### src/rtl/mem_port_sched.sv
// Shares one memory-bus port between D-cache miss/evict, uncached IO and I-cache miss.
// Optional bus-ack timeout is compiled in when MEM_PORT_TIMEOUT_EN is defined.
module mem_port_sched #(
    parameter int STARVE_LIMIT = 2
`ifdef MEM_PORT_TIMEOUT_EN
    , parameter int TIMEOUT_CYC = 255
`endif
) (
    input  logic         clk,
    input  logic         rst_n,
    input  logic         dc_miss,
    input  logic [31:0]  dc_miss_addr,
    input  logic         dc_evict,
    input  logic [31:0]  dc_evict_addr,
    input  logic [127:0] dc_evict_data,
    output logic [127:0] dc_data_fill,
    output logic         dc_miss_ack,
    input  logic         io_access,
    input  logic         io_rw,
    input  logic [31:0]  io_addr,
    input  logic [31:0]  io_wr_data,
    output logic [31:0]  io_rd_data,
    output logic         io_ack,
    input  logic         ic_miss,
    input  logic [31:0]  ic_miss_addr,
    output logic [127:0] ic_data_fill,
    output logic         ic_miss_ack,
    output logic         bus_req,
    output logic         bus_rw,
    output logic         bus_io,
    output logic [31:0]  bus_addr,
    output logic [127:0] bus_wdata,
    input  logic [127:0] bus_rdata,
    input  logic         bus_ack,
    output logic         bus_err
);
    localparam int SW = $clog2(STARVE_LIMIT + 1);

    typedef enum logic [2:0] {IDLE, EVICT, FILL, IO, IFILL, RECOVER} state_t;

    state_t         state_q, state_d;
    logic [SW-1:0]  starve_q, starve_d;
    logic [31:0]    fill_addr_q, fill_addr_d;
    logic           bus_req_q, bus_req_d, bus_rw_q, bus_rw_d, bus_io_q, bus_io_d;
    logic [31:0]    bus_addr_q, bus_addr_d;
    logic [127:0]   bus_wdata_q, bus_wdata_d;
    logic [127:0]   dc_fill_q, dc_fill_d, ic_fill_q, ic_fill_d;
    logic [31:0]    io_rd_q, io_rd_d;
    logic           dc_ack_q, dc_ack_d, io_ack_q, io_ack_d, ic_ack_q, ic_ack_d;
    logic           ic_force, grant_ic, grant_io, grant_dc;
`ifdef MEM_PORT_TIMEOUT_EN
    logic [7:0]     tmo_q, tmo_d;
    logic           tmo_hit;
    logic           bus_err_q, bus_err_d;
`endif

    always_ff @(posedge clk or negedge rst_n) begin
        if (!rst_n) begin
            state_q     <= IDLE;
            starve_q    <= '0;
            fill_addr_q <= '0;
            bus_req_q   <= 1'b0;
            bus_rw_q    <= 1'b0;
            bus_io_q    <= 1'b0;
            bus_addr_q  <= '0;
            bus_wdata_q <= '0;
            dc_fill_q   <= '0;
            ic_fill_q   <= '0;
            io_rd_q     <= '0;
            dc_ack_q    <= 1'b0;
            io_ack_q    <= 1'b0;
            ic_ack_q    <= 1'b0;
`ifdef MEM_PORT_TIMEOUT_EN
            tmo_q       <= '0;
            bus_err_q   <= 1'b0;
`endif
        end else begin
            state_q     <= state_d;
            starve_q    <= starve_d;
            fill_addr_q <= fill_addr_d;
            bus_req_q   <= bus_req_d;
            bus_rw_q    <= bus_rw_d;
            bus_io_q    <= bus_io_d;
            bus_addr_q  <= bus_addr_d;
            bus_wdata_q <= bus_wdata_d;
            dc_fill_q   <= dc_fill_d;
            ic_fill_q   <= ic_fill_d;
            io_rd_q     <= io_rd_d;
            dc_ack_q    <= dc_ack_d;
            io_ack_q    <= io_ack_d;
            ic_ack_q    <= ic_ack_d;
`ifdef MEM_PORT_TIMEOUT_EN
            tmo_q       <= tmo_d;
            bus_err_q   <= bus_err_d;
`endif
        end
    end

    always_comb begin
        state_d     = state_q;
        starve_d    = starve_q;
        fill_addr_d = fill_addr_q;
        bus_req_d   = bus_req_q;
        bus_rw_d    = bus_rw_q;
        bus_io_d    = bus_io_q;
        bus_addr_d  = bus_addr_q;
        bus_wdata_d = bus_wdata_q;
        dc_fill_d   = dc_fill_q;
        ic_fill_d   = ic_fill_q;
        io_rd_d     = io_rd_q;
        dc_ack_d    = 1'b0;
        io_ack_d    = 1'b0;
        ic_ack_d    = 1'b0;

        // A starved I-cache miss overrides the fixed io > dc > ic order.
        ic_force = ic_miss && (starve_q == SW'(STARVE_LIMIT));
        grant_ic = (state_q == IDLE) && ic_miss && (ic_force || (!io_access && !dc_miss));
        grant_io = (state_q == IDLE) && io_access && !ic_force;
        grant_dc = (state_q == IDLE) && dc_miss && !io_access && !ic_force;

        if (!ic_miss || grant_ic) begin
            starve_d = '0;
        end else if ((grant_io || grant_dc) && (starve_q != SW'(STARVE_LIMIT))) begin
            starve_d = starve_q + SW'(1);
        end

        case (state_q)
            IDLE: begin
                if (grant_ic) begin
                    state_d     = IFILL;
                    bus_req_d   = 1'b1;
                    bus_rw_d    = 1'b0;
                    bus_io_d    = 1'b0;
                    bus_addr_d  = ic_miss_addr;
                    bus_wdata_d = '0;
                end else if (grant_io) begin
                    state_d     = IO;
                    bus_req_d   = 1'b1;
                    bus_rw_d    = io_rw;
                    bus_io_d    = 1'b1;
                    bus_addr_d  = io_addr;
                    bus_wdata_d = {96'd0, io_wr_data};
                end else if (grant_dc) begin
                    bus_req_d   = 1'b1;
                    bus_io_d    = 1'b0;
                    fill_addr_d = dc_miss_addr;
                    if (dc_evict) begin
                        state_d     = EVICT;
                        bus_rw_d    = 1'b1;
                        bus_addr_d  = dc_evict_addr;
                        bus_wdata_d = dc_evict_data;
                    end else begin
                        state_d     = FILL;
                        bus_rw_d    = 1'b0;
                        bus_addr_d  = dc_miss_addr;
                        bus_wdata_d = '0;
                    end
                end
            end
            EVICT: begin
                // bus_req drops for one cycle between write-back and fill.
                if (bus_ack) begin
                    state_d     = FILL;
                    bus_req_d   = 1'b0;
                    bus_rw_d    = 1'b0;
                    bus_addr_d  = fill_addr_q;
                    bus_wdata_d = '0;
                end
            end
            FILL: begin
                if (!bus_req_q) begin
                    bus_req_d = 1'b1;
                end else if (bus_ack) begin
                    state_d   = RECOVER;
                    bus_req_d = 1'b0;
                    dc_fill_d = bus_rdata;
                    dc_ack_d  = 1'b1;
                end
            end
            IO: begin
                if (bus_ack) begin
                    state_d   = RECOVER;
                    bus_req_d = 1'b0;
                    bus_rw_d  = 1'b0;
                    bus_io_d  = 1'b0;
                    io_rd_d   = bus_rw_q ? 32'd0 : bus_rdata[31:0];
                    io_ack_d  = 1'b1;
                end
            end
            IFILL: begin
                if (bus_ack) begin
                    state_d   = RECOVER;
                    bus_req_d = 1'b0;
                    ic_fill_d = bus_rdata;
                    ic_ack_d  = 1'b1;
                end
            end
            RECOVER: state_d = IDLE;
            default: state_d = IDLE;
        endcase

`ifdef MEM_PORT_TIMEOUT_EN
        bus_err_d = 1'b0;
        tmo_d     = bus_req_q ? tmo_q + 8'd1 : 8'd0;
        tmo_hit   = bus_req_q && !bus_ack && (tmo_q == 8'(TIMEOUT_CYC - 1));
        if (tmo_hit) begin
            state_d   = RECOVER;
            bus_req_d = 1'b0;
            bus_rw_d  = 1'b0;
            bus_io_d  = 1'b0;
            bus_err_d = 1'b1;
            case (state_q)
                EVICT, FILL: begin dc_fill_d = '0; dc_ack_d = 1'b1; end
                IO:          begin io_rd_d   = '0; io_ack_d = 1'b1; end
                IFILL:       begin ic_fill_d = '0; ic_ack_d = 1'b1; end
                default: ;
            endcase
        end
`endif
    end

    assign dc_data_fill = dc_fill_q;
    assign dc_miss_ack  = dc_ack_q;
    assign io_rd_data   = io_rd_q;
    assign io_ack       = io_ack_q;
    assign ic_data_fill = ic_fill_q;
    assign ic_miss_ack  = ic_ack_q;
    assign bus_req      = bus_req_q;
    assign bus_rw       = bus_rw_q;
    assign bus_io       = bus_io_q;
    assign bus_addr     = bus_addr_q;
    assign bus_wdata    = bus_wdata_q;
`ifdef MEM_PORT_TIMEOUT_EN
    assign bus_err      = bus_err_q;
`else
    assign bus_err      = 1'b0;
`endif

endmodule

### config.mk
export PLATFORM = sky130hd
export DESIGN_NAME = mem_port_sched
export DESIGN_NICKNAME = d
export VERILOG_FILES = /design/src/rtl/mem_port_sched.sv
export SDC_FILE = /design/constraint.sdc
export NUM_CORES = 1
export LEC_CHECK = 0
export ABC_AREA = 1
export CAP_MARGIN = 10
export CORE_AREA = 8 8 339 341
export DETAILED_ROUTE_END_ITERATION = 7
export DIE_AREA = 0 0 347 349
export DONT_BUFFER_PORTS = 1
export PLACE_DENSITY = 0.3
export SLEW_MARGIN = 0
export SYNTH_ARGS = -nofsm -noshare
export SYNTH_HDL_FRONTEND = slang
export SYNTH_SLANG_ARGS = --single-unit
### constraint.sdc
create_clock -name clk -period 2.5 [get_ports clk]
set_input_delay 0.375 -clock clk [delete_from_list [all_inputs] [get_ports clk]]
set_output_delay 0.375 -clock clk [all_outputs]
set_load 0.05 [all_outputs]
# ---- Yosys cells after proc, flatten, opt, wreduce, memory -nomap -nowiden
# Cells that the tools add are included.
dict set report op_classes {
  mux 44
  n_bitwise 2
  n_reduce_logical 35
  n_eq_ne 12
  n_addsub 1
}
# op count
set op_table {}
lappend op_table {{128-bit 2-to-1 mux} 5}
lappend op_table {{128-bit case mux with 2 select lines} 1}
lappend op_table {{32-bit 2-to-1 mux} 6}
lappend op_table {{32-bit case mux with 2 select lines} 1}
lappend op_table {{1-bit 2-to-1 mux} 18}
lappend op_table {{3-bit 2-to-1 mux} 6}
lappend op_table {{3-bit AND reduction} 6}
lappend op_table {{3-bit case mux with 4 select lines} 1}
lappend op_table {{1-bit logical AND} 10}
lappend op_table {{2-bit inequality test, second input constant} 4}
lappend op_table {{2-bit nonzero test} 4}
lappend op_table {{3-bit by 2-bit equality test with 1-bit output, second input constant} 2}
lappend op_table {{2-bit 2-to-1 mux} 3}
lappend op_table {{1-bit zero test} 4}
lappend op_table {{2-bit by 1-bit inequality test with 1-bit output, second input constant} 2}
lappend op_table {{4-bit inequality test, second input constant} 1}
lappend op_table {{1-bit case mux with 2 select lines} 2}
lappend op_table {{2-bit AND reduction} 2}
lappend op_table {{4-bit AND reduction} 1}
lappend op_table {{2-bit OR reduction} 2}
lappend op_table {{3-bit by 1-bit equality test with 1-bit output, second input constant} 1}
lappend op_table {{3-bit equality test, second input constant} 1}
lappend op_table {{3-bit zero test} 1}
lappend op_table {{1-bit logical OR} 3}
lappend op_table {{other kinds (6)} 7}
dict set report totals {
  wordCells 108
  output_inout_bits 455
  ff_bits 491
}

# ---- Longest topological paths before layout
dict set report logic_depth {
  ltp_word 8
  ltp_mapped 13
  ltp_nobuf 11
}

# ---- Worst setup path after synthesis
# OpenSTA, ideal clock, no wires.
dict set report synth_timing {
  path_type {flip-flop to flip-flop}
  startpoint {register bus_req_q, in the netlist bus_req}
  endpoint {register dc_fill_q[118], in the netlist dc_data_fill[118]}
  arrival_time_ns 1.808
  path_buffers 2
  slack_ns 0.568
  required_ns 2.375
  stages_incl_launch_ff 6
  setup_time_ns 0.125
  path_cell_list {dfrtp_1 -> nand2_1 -> nor3_1 -> buf_2 -> buf_2 -> mux2_2}
}
dict set report synth_via {
  elab_chain_cells 1
}
# item line_no
set synth_lines {}
lappend synth_lines {{start: declaration} 44} ;# logic bus_req_q, bus_req_d, bus_rw_q, bus_rw_d, bus_io_q, bus_io_d;
lappend synth_lines {{start signal: assignment} 81} ;# bus_req_q <= bus_req_d;
lappend synth_lines {{3-bit AND reduction (no line)} --}
lappend synth_lines {{end signal: assignment} 86} ;# dc_fill_q <= dc_fill_d;
lappend synth_lines {{end: declaration} 47} ;# logic [127:0] dc_fill_q, dc_fill_d, ic_fill_q, ic_fill_d;
# Every way passes these cells.
# A chain may end at the register's enable or synchronous reset.

# ---- Worst setup path after layout
dict set report layout_timing {
  startpoint {register starve_q[0]}
  endpoint {register bus_addr_q[8], in the netlist bus_addr[8]}
}
dict set report layout_via {
  elab_chain_cells 7
}
# item line_no
set layout_lines {}
lappend layout_lines {{start: declaration} 42} ;# logic [SW-1:0] starve_q, starve_d;
lappend layout_lines {{start signal: assignment} 79} ;# starve_q <= starve_d;
lappend layout_lines {{2-bit equality test (*)} 116} ;# ic_force = ic_miss && (starve_q == SW'(STARVE_LIMIT));
lappend layout_lines {{1-bit logical AND (*)} 116}
lappend layout_lines {{1-bit zero test} {118, 119}}
lappend layout_lines {{1-bit logical AND} 118} ;# grant_io = (state_q == IDLE) && io_access && !ic_force;
lappend layout_lines {{32-bit 2-to-1 mux} 136} ;# end else if (grant_io) begin
lappend layout_lines {{32-bit 2-to-1 mux} 129} ;# if (grant_ic) begin
lappend layout_lines {{32-bit case mux with 2 select lines} 127} ;# case (state_q)
lappend layout_lines {{end signal: assignment} 84} ;# bus_addr_q <= bus_addr_d;
lappend layout_lines {{end: declaration} 45} ;# logic [31:0] bus_addr_q, bus_addr_d;
# Every way passes the cells marked *; elsewhere a longest branch is shown, timed or not.

==> metrics.md <==
| Metric | Value |
|---|---|
| Clk Latency, worst-skew pair | 0.64 ns |
| Slew Limit Fails | 108 |
| Final instance area | 0.0284 mm^2 |
| Initial Util | 0.195 |
| Critical path fanouts, max | 13 |
| Status | finished, violations left |
| WL per Instance | 22.1 um |
| Die width | approximately 350 um |
| Total core area | roughly 0.11 mm^2 |
| Worst Setup End Kind | flip-flop |
| Tcrit/Tclk final | 0.876 |
| Ys Warns | 0 |
| H-tree depth | 3 |
| GRT overflow | 0 |
| Syn Inst Count | 2,516 |
| Least-Margin Pin Slew | between 1.5 and 2 ns |
| WHS | -0.559 ns |
| Vias in the first global route | 18,900 |
| Area after DPL | 0.0230 mm^2 |
| FILL cells | 11,900 |
| Detail Placement HPWL | slightly below 70,000 um |
| Synth Area in Simple Gates | 0.248 |
| Post-layout min period | 2.19 ns |
| Global Route Usage Sum | 0.149 |
| DRC viols | 0 |
| Setup TNS Final | 0 ns |
| Vias post-DR | 17,800 |
| Worst-path clk slew | about 0.06 ns |
| RSZ-0062 raised after global routing | false |
| GPL Wtd Cong | 0.831 |
| Cell Pwr Density | approximately 1600 mW/mm^2 |
| Rows | 122 |
| WL final | about 95,000 um |
| Compound-gate portion of the synthesized area | 0.0436 |
| Seq cells post-synth | 491 |
| Pin count of the biggest net entering global routing | 492 |
| First-pass GRT wire length | 136,000 um |
| Final setup fails | 0 |
| Clock sink total | 491 |
| Top Ports | 879 |
| F_max | 457 MHz |
| Multiplexer share of the synthesized area | 0.0673 |
| Postcts setup bufs | 0 |
| Adder-cell share of the synthesized area | 0.000584 |
| DR iter-0 viols | a little over 1,000 |
| # hold bufs at CTS | 315 |
| Netlist cell types | 24 |
| Peak VDD IR | 597 uV |
| Worst EP arrival | 2.75 ns |
| LEAKAGE | 14.2 nW |
| Final core occ | 0.259 |
| Mapped Nets | approximately 2,900 |
| Vias per cell | 4.17 |
| Drt pass-1 iters | 5 |
| Antenna violations before repair | 9 |
| ANT nets after route | 0 |
| Share of post-route cells with drive strength above 1 | 0.101 |
| Failing checks | negative hold slack, max-slew violations |
| Syn_area_per_cell | 8.51 um^2 |
| Final Hold Viols | 491 |
| Bufs on Longest Clock Path | 3 |
| Total Power | 46.5 mW |
| Die height | 349 um |
| Clk_skew | 0.0257 ns |
| Max_slew headroom | -0.171 |
| Worst r2r path cells | 12 |
| CTS Root Cell | clkbuf_16 |
| Main combinational cell family by area after synthesis | simple AND/OR/NAND/NOR gates |
| Number of nets in the layout | 3,219 |
| HP Class | input pin to async pin |
| Die area | ~0.12 mm^2 |
| Sequential fraction of the synthesis area | 0.574 |
| Startpoint class of the critical path | flip-flop |
| Max-cap viol count | 0 |
| Synth Cell Area | between 0.02 and 0.025 mm^2 |
| CP Class | flip-flop to flip-flop |
| Post-Synth XOR/XNOR Area | 0 |
| CP required | 3.06 ns |
| Buffers added on ports | 0 |
| TritonCTS clock tree | done |
| P&R area growth vs syn | 32.7% |
| Total CTS buffers | 66 |
through the flow:
step	instances	setup slack, ns
after floorplan	2516	0.568
after global placement	3837	0.234
after detailed placement	3837	0.249
after CTS	4265	0.180
after global routing	4269	0.108
final	4271	0.311
cells in the final DEF, fill, tap and decap left out, types with 19 or more instances in the layout:
cell type	count
a21oi_1	19
nor2_1	208
dfrtp_1	491
clkbuf_16	67
nand3_1	107
nand2_1	1033
buf_4	28
dlygate4sd3_1	315
o21ai_0	166
mux2_2	128
inv_1	194
Yosys cell counts, drive strengths merged:
| library cell | count | share of area |
|---|---|---|
| nand2 | 1038 | 0.18 |
| dfrtp | 491 | 0.57 |
| nor2 | 212 | 0.038 |
| inv | 200 | 0.035 |
| o21ai | 166 | 0.039 |
| mux2 | 128 | 0.067 |
| nand3 | 107 | 0.025 |
| buf | 74 | 0.019 |
| clkbuf | 71 | 0.012 |
| a21oi | 19 | 0.0044 |
| nor3 | 4 | 0.00093 |
| nand4 | 2 | 0.00058 |
| a22oi | 1 | 0.00035 |
| and2 | 1 | 0.00029 |
| conb | 1 | 0.00018 |
| ha | 1 | 0.00058 |
layout make-up:
cell class              count  area [um^2]  share of cell area
well taps                1426         1780              0.0628
clock buffers              91         1900              0.0667
repair buffers            355         3590               0.126
inverters                 200          754              0.0265
flip-flops and latches    491        12300               0.432
clock inverters            22          358              0.0126
diodes                      6         15.0            0.000528
multi-input cells        1680         7730               0.272
registers in the layout (all words and copies together) (netlist names), 2 cells and up:
signal and count:
io_rd_data 32, state_q 3, fill_addr_q 32, starve_q 2, ic_data_fill 128, dc_data_fill 128, bus_wdata 128, bus_addr 32
worst max-delay path, cell delays in order, from the launching register on:
cell           delay [ns]
dfrtp_1              0.35
inv_1                0.08
ha_1                 0.14
nand2_1              0.11
o21ai_0              0.10
nand2_1              0.09
nor2_1               0.17
buf_4                0.28
nand2_1              0.08
nand3_1              0.08
dlygate4sd3_1        0.55
nand2_1              0.05
nand2_1              0.05
where the power goes:
| group | internal (mW) | leakage (nW) | switching (mW) |
|---|---|---|---|
| Clock | 5.98 | 1.10 | 3.91 |
| Combinational | 3.60 | 6.84 | 5.89 |
| Sequential | 11.3 | 6.25 | 15.8 |
metal layers:
layer  part of all wire  GRT usage  vias up
li1                   -          -     8323
met1               0.37      0.161     8637
met2               0.49      0.253      700
met3              0.099     0.0636      164
met4              0.045     0.0714        4
met5            0.00024          0        -
cells by family after synthesis:
family	after synthesis
muxes	128
DFF	491
AOI/OAI and AO/OA	186
buffers and inverters	345
other	1
adders and majority gates	1
and+or+nand+nor	1364
final timing paths:
kind | start | to | slack (ns)
hold / removal | rst_n | dc_data_fill[42] | -0.56
hold reg to reg | fill_addr_q[11] | fill_addr_q[11] | 0.49
max in group asynchronous | rst_n | bus_wdata[95] | 1.62
min in group clk | dc_evict_data[56] | bus_wdata[56] | 0.06
setup reg to reg | starve_q[0] | bus_addr[8] | 0.31
setup / recovery | starve_q[0] | bus_addr[8] | 0.31
repair_timing:
| action | CTS | global route |
|---|---|---|
| endpoints found under the hold margin | 946 | 491 |
| setup endpoints to repair | 0 | 2 |
| resized for setup | 0 | 1 |
(Power assumes the default switching activity.)
